[src/rtl/flash_audio_pkg.sv]
// Shared types and constants for the flash audio sequencer: FSM state encoding,
// play-direction codes, sample/word widths and the half-word select helper.
package flash_audio_pkg;

    typedef enum logic [2:0] {
        IDLE      = 3'd0,
        SETTLE    = 3'd1,
        REQ       = 3'd2,
        WAIT_DATA = 3'd3,
        PLAY_A    = 3'd4,
        PLAY_B    = 3'd5
    } state_t;

    localparam logic DIR_FWD = 1'b0;
    localparam logic DIR_BWD = 1'b1;

    localparam int SAMPLE_W     = 16;
    localparam int FLASH_DATA_W = 32;

    // Forward plays the low half first; backward plays the high half first.
    function automatic logic [SAMPLE_W-1:0] sample_sel(
        input logic [FLASH_DATA_W-1:0] word,
        input logic                    dir,
        input logic                    second
    );
        logic upper;
        upper = second ? (dir == DIR_FWD) : (dir == DIR_BWD);
        return upper ? word[FLASH_DATA_W-1:SAMPLE_W] : word[SAMPLE_W-1:0];
    endfunction

endpackage

[src/rtl/flash_read_timer.sv]
// Loadable down-counter used for the address settle delay and the read watchdog.
// o_last is high while the count is 1, i.e. the current decrement reaches zero.
module flash_read_timer #(
    parameter int CNT_W    = 4,
    parameter int LOAD_VAL = 2
) (
    input  logic clk,
    input  logic reset,
    input  logic i_load,
    input  logic i_dec,
    output logic o_last
);

    logic [CNT_W-1:0] r_cnt;

    always_ff @(posedge clk) begin
        if (reset) begin
            r_cnt <= '0;
        end else if (i_load) begin
            r_cnt <= CNT_W'(LOAD_VAL);
        end else if (i_dec && (r_cnt != '0)) begin
            r_cnt <= r_cnt - CNT_W'(1);
        end
    end

    assign o_last = (r_cnt == CNT_W'(1));

endmodule

[src/rtl/flash_audio_sequencer.sv]
// Fetches one 32-bit flash word per address step and plays it as two 16-bit
// samples on sample_tick. Optional read watchdog: define FLASH_TIMEOUT_EN.
module flash_audio_sequencer
    import flash_audio_pkg::*;
#(
    parameter int ADDR_W     = 23,
    parameter int SETTLE_CYC = 2
`ifdef FLASH_TIMEOUT_EN
    ,
    parameter int TIMEOUT_CYC = 1024
`endif
) (
    input  logic                    clk,
    input  logic                    reset,
    input  logic                    sample_tick,
    input  logic                    play_en,
    input  logic                    direction,
    input  logic [ADDR_W-1:0]       word_addr,
    output logic                    addr_step,
    output logic                    flash_read,
    output logic [ADDR_W-1:0]       flash_address,
    output logic [3:0]              flash_byteenable,
    input  logic                    flash_waitrequest,
    input  logic [FLASH_DATA_W-1:0] flash_readdata,
    input  logic                    flash_readdatavalid,
    output logic [SAMPLE_W-1:0]     audio_data,
    output logic                    audio_valid,
`ifdef FLASH_TIMEOUT_EN
    output logic                    flash_err,
`endif
    output logic                    busy
);

    localparam int SET_W = $clog2(SETTLE_CYC + 1);

    state_t                  r_state;
    state_t                  w_next;
    logic [FLASH_DATA_W-1:0] r_word;
    logic                    r_dir;
    logic                    r_drop;
    logic                    w_set_last;
    logic                    w_take;
    logic                    w_timeout;

    assign flash_byteenable = 4'hF;

    flash_read_timer #(
        .CNT_W    (SET_W),
        .LOAD_VAL (SETTLE_CYC)
    ) u_settle_timer (
        .clk    (clk),
        .reset  (reset),
        .i_load ((w_next == SETTLE) && (r_state != SETTLE)),
        .i_dec  (r_state == SETTLE),
        .o_last (w_set_last)
    );

`ifdef FLASH_TIMEOUT_EN
    localparam int TO_W = $clog2(TIMEOUT_CYC + 1);
    logic w_to_last;

    flash_read_timer #(
        .CNT_W    (TO_W),
        .LOAD_VAL (TIMEOUT_CYC)
    ) u_timeout_timer (
        .clk    (clk),
        .reset  (reset),
        .i_load ((w_next == REQ) && (r_state != REQ)),
        .i_dec  ((r_state == REQ) || (r_state == WAIT_DATA)),
        .o_last (w_to_last)
    );

    // Data arriving on the last watchdog cycle still wins over the timeout.
    assign w_timeout = w_to_last && ((r_state == REQ) ||
                                     ((r_state == WAIT_DATA) && !flash_readdatavalid));

    always_ff @(posedge clk) begin
        if (reset) begin
            flash_err <= 1'b0;
        end else if (w_timeout) begin
            flash_err <= 1'b1;
        end
    end
`else
    assign w_timeout = 1'b0;
`endif

    // A pause seen during the fetch aborts playback once the transaction ends.
    assign w_take = (r_state == WAIT_DATA) && flash_readdatavalid && play_en && !r_drop;

    always_ff @(posedge clk) begin
        if (reset) begin
            r_state <= IDLE;
        end else begin
            r_state <= w_next;
        end
    end

    always_comb begin
        w_next = r_state;
        case (r_state)
            IDLE:      if (play_en) w_next = SETTLE;
            SETTLE:    if (!play_en) w_next = IDLE;
                       else if (w_set_last) w_next = REQ;
            REQ:       if (w_timeout) w_next = IDLE;
                       else if (!flash_waitrequest) w_next = WAIT_DATA;
            WAIT_DATA: if (flash_readdatavalid) w_next = w_take ? PLAY_A : IDLE;
                       else if (w_timeout) w_next = IDLE;
            PLAY_A:    if (!play_en) w_next = IDLE;
                       else if (sample_tick) w_next = PLAY_B;
            PLAY_B:    if (!play_en) w_next = IDLE;
                       else if (sample_tick) w_next = SETTLE;
            default:   w_next = IDLE;
        endcase
    end

    always_comb begin
        busy       = (r_state != IDLE);
        flash_read = (r_state == REQ);
    end

    always_ff @(posedge clk) begin
        if (reset) begin
            flash_address <= '0;
            audio_data    <= '0;
            audio_valid   <= 1'b0;
            addr_step     <= 1'b0;
            r_word        <= '0;
            r_dir         <= 1'b0;
            r_drop        <= 1'b0;
        end else begin
            audio_valid <= 1'b0;
            addr_step   <= 1'b0;
            if ((r_state == SETTLE) && (w_next == REQ)) begin
                flash_address <= word_addr;
            end
            if (w_take) begin
                r_word <= flash_readdata;
                r_dir  <= direction;
            end
            if ((r_state == PLAY_A) && (w_next == PLAY_B)) begin
                audio_data  <= sample_sel(r_word, r_dir, 1'b0);
                audio_valid <= 1'b1;
            end
            if ((r_state == PLAY_B) && (w_next == SETTLE)) begin
                audio_data  <= sample_sel(r_word, r_dir, 1'b1);
                audio_valid <= 1'b1;
                addr_step   <= 1'b1;
            end
            if (r_state == IDLE) begin
                r_drop <= 1'b0;
            end else if (((r_state == REQ) || (r_state == WAIT_DATA)) && !play_en) begin
                r_drop <= 1'b1;
            end
        end
    end

endmodule

[config.mk]
export PLATFORM = sky130hd
export DESIGN_NAME = flash_audio_sequencer
export DESIGN_NICKNAME = d
export VERILOG_FILES = /design/src/rtl/flash_audio_pkg.sv /design/src/rtl/flash_read_timer.sv /design/src/rtl/flash_audio_sequencer.sv
export SDC_FILE = /design/constraint.sdc
export NUM_CORES = 1
export LEC_CHECK = 0
export BUFFER_PORTS_ARGS = -buffer_cell sky130_fd_sc_hd__buf_4
export CORE_MARGIN = 5
export CORE_UTILIZATION = 55
export CTS_BUF_LIST = sky130_fd_sc_hd__clkbuf_8
export DETAILED_ROUTE_END_ITERATION = 6
export GPL_TIMING_DRIVEN = 0
export PLACE_DENSITY = 0.83
export SYNTH_ARGS = -nofsm -noshare
export SYNTH_HDL_FRONTEND = slang
export SYNTH_HIERARCHICAL = 1
export SYNTH_SLANG_ARGS = --single-unit
[constraint.sdc]
create_clock -name clk -period 2.4 [get_ports clk]
set_input_delay 0.12 -clock clk [delete_from_list [all_inputs] [get_ports clk]]
set_output_delay 0.12 -clock clk [all_outputs]
set_load 0.02 [all_outputs]
==> flow_metrics.env <==
export IMPL_die_area_sq_um=7890
export IMPL_relSlewSlack_pct=63.6
export IMPL_r2r_cells=6
export IMPL_p_sw_mw=0.621
export IMPL_fin_nets=551
export IMPL_die_h_um=88.8
export IMPL_rsz0062_at_grt="no"
export IMPL_grt_start_max_net_pins=15
export IMPL_multiInputGateArea_sq_um=1540
export IMPL_seq_area_frac_synth_pct=46.9
export IMPL_root_buffer="clkbuf_8"
export IMPL_start_kind="input pin"
export IMPL_antenna_found_initial=0
export IMPL_nFillCells=440
export IMPL_tns_ns=0
export IMPL_io_pins=109
export IMPL_rrSetupSlack_ns=0.76
export IMPL_cp_arrival_ns=1.89
export IMPL_initial_core_util_pct=57.1
export IMPL_crit_required_ns=2.62
export IMPL_async_flop_share_pct=0
export IMPL_hp_start="flash_readdata[9]"
export IMPL_io_buffers=104
export IMPL_synth_top_area_share_pct=46.9
export IMPL_holdCritPathClass="in2reg"
export IMPL_clk_pin_slew_ns=0.08
export IMPL_pwr_share_clk_pct=39.3
export IMPL_finalHoldViolations=0
export IMPL_ys_types=39
export IMPL_syn_to_final_growth_pct=32.2
export IMPL_cp_end_kind="register"
export IMPL_synth_area_top_cells="dfxtp_1, a21oi_1, nand3_1"
export IMPL_synth_edff_count=0
export IMPL_numCtsBuffers=9
export IMPL_grt_pass1_vias=3107
export IMPL_slew_viol_final=0
export IMPL_power_density_nw_per_um2=569
export IMPL_drt_iter0_markers=220
export IMPL_tightest_slew_ns=0.547
export IMPL_hold_buffers=1
export IMPL_dieWidth_um=88.8
export IMPL_switching_share_pct=24.1
export IMPL_synth_most_common_cell="dfxtp_1"
export IMPL_whs_endpoint="r_word[9]$_SDFFE_PP0N_"
export IMPL_n_antenna_cell=0
export IMPL_setup_viol=0
export IMPL_syn_cell_area_sq_um=3420
export IMPL_clk_insertion_delay_late_ns=0.35
export IMPL_post_cts_buffers=0
export IMPL_hold_depth=3
export IMPL_dp_final_hpwl_um=6680
export IMPL_cts_sinks=80
export IMPL_dr_total_vias=3259
export IMPL_p_seq_share_pct=51.8
export IMPL_cellInternalPower_mw=1.95
export IMPL_max_freq_mhz=597
export IMPL_worstReg2RegEnd="u_settle_timer/r_cnt[1]$_SDFFE_PP0P_"
export IMPL_drive_above_1_share_pct=32.9
export IMPL_synth_main_ff_cell="dfxtp_1"
export IMPL_critPathKind="in2reg"
export IMPL_yosysTopAreaCell="dfxtp_1"
export IMPL_total_power_mw=2.57
export IMPL_wire_per_inst_um=16.6
export IMPL_htreeDepth=3
export IMPL_antenna_left=0
export IMPL_vdd_ir_drop_max_mv=0.347
export IMPL_grt_usage_pct=24.7
export IMPL_fin_skew_ns=0.0123
export IMPL_p_comb_share_pct=8.8
export IMPL_cts_resized=0
export IMPL_via_per_inst=5.75
export IMPL_coreArea_sq_um=5990
export IMPL_synth_common_cells="dfxtp_1, a21oi_1, nand3_1"
export IMPL_row_count=28
export IMPL_status="finished clean"
export IMPL_ys_warnings_count=6
export IMPL_drt_pass1_iterations=7
export IMPL_synth_avg_cell_area_sq_um=9.29
export IMPL_fin_util_pct=75.5
export IMPL_place_inst=550
export IMPL_path_max_fanout=10
export IMPL_min_period_over_period_pct=69.8
export IMPL_place_congestion=0.869
export IMPL_ys_seq_elements=80
export IMPL_grt_pass1_wl_um=15100
export IMPL_drc=0
export IMPL_period_needed_ns=1.67
export IMPL_drv_cap=0
export IMPL_wirelength_um=9420
export IMPL_power_leakage_nw=1.76
export IMPL_cts_tree="built"
export IMPL_grt_overflow_total=0
export IMPL_synthCells=368
export IMPL_clock_path_buffers=2
export IMPL_r2r_start="r_state[0]$_SDFF_PP0_"
export IMPL_finalNonFillerCells=567
export IMPL_seq_area_sq_um=1600
final cells by class:
cell class	count	area share [%]
plain buffers	41	6.06
inverters	5	0.415
flip-flops and latches	80	35.4
clock inverters	6	1.52
multi-input cells	245	34.0
well taps	75	2.08
repair buffers	105	17.5
clock buffers	10	3.04
worst max-delay path: stages:
cell and delay [ns]:
dlygate4sd3_1 0.53, buf_4 0.12, buf_2 0.18, clkbuf_1 0.40, clkbuf_1 0.45, a21oi_1 0.09
power by group through the flow:
stage	clock network, mW	registers, mW	logic, mW
after floorplan	0	1.37	0.108
after global placement	0	1.36	0.221
after detailed placement	0	1.36	0.224
after CTS	1.02	1.33	0.226
after global routing	1.08	1.33	0.246
final	1.01	1.33	0.228
cell usage in the layout, fill, tap and decap left out, types with 2 or more instances in the layout:
master / n
buf_4: 113
dfxtp_1: 80
a21oi_1: 59
nand3_1: 58
o21ai_0: 57
mux2i_1: 16
clkbuf_1: 15
o2bb2ai_2: 10
clkbuf_8: 10
buf_6: 8
buf_2: 8
nor2_1: 6
o2bb2ai_1: 6
inv_1: 5
conb_1: 4
clkinvlp_4: 4
nand2b_1: 3
nand2_1: 3
ha_1: 2
worst max-delay path by stage:
stage / from / end / depth (start not counted)
6_report: reset / r_word[25]$_SDFFE_PP0N_ / 6
2_1_floorplan: r_state[0]$_SDFF_PP0_ / u_settle_timer/r_cnt[1]$_SDFFE_PP0P_ / 6
3_3_place_gp: r_state[0]$_SDFF_PP0_ / u_settle_timer/r_cnt[1]$_SDFFE_PP0P_ / 6
3_5_place_dp: r_state[0]$_SDFF_PP0_ / u_settle_timer/r_cnt[1]$_SDFFE_PP0P_ / 6
5_1_grt: reset / r_word[26]$_SDFFE_PP0N_ / 6
4_1_cts: reset / r_word[29]$_SDFFE_PP0N_ / 6
stage by stage:
step / setup WS (ns) / hold slack, ns / cell area [sq um]
floorplan: 1.02 / 0.193 / 3430
global placement: 0.837 / 0.305 / 4300
detailed placement: 0.768 / 0.315 / 4300
CTS: 0.749 / 0.0161 / 4520
global route: 0.577 / 0.0284 / 4520
finish: 0.726 / 0.0221 / 4520
layer usage:
layer	track usage, %	up-vias	share of wire [%]
li1	-	1558	-
met1	34.2	1561	42
met2	39.5	124	48
met3	3.45	16	8.2
met4	8.38	0	1.8
met5	0	-	0
cells by family after synthesis:
family          synth area share [%]
compound gates                  24.7
xor+xnor                        1.06
fa+ha+maj                      0.732
buf+inv                         8.57
flops                           46.9
mux                             4.69
other cells                    0.110
simple gates                    13.3
registers in the layout, summed over array words and instances (netlist names):
register / cells
flash_address: 23
r_word: 32
u_settle_timer/r_cnt: 2
audio_valid: 1
r_dir: 1
audio_data: 16
r_state: 3
r_drop: 1
addr_step: 1
(Power assumes the default switching activity.)
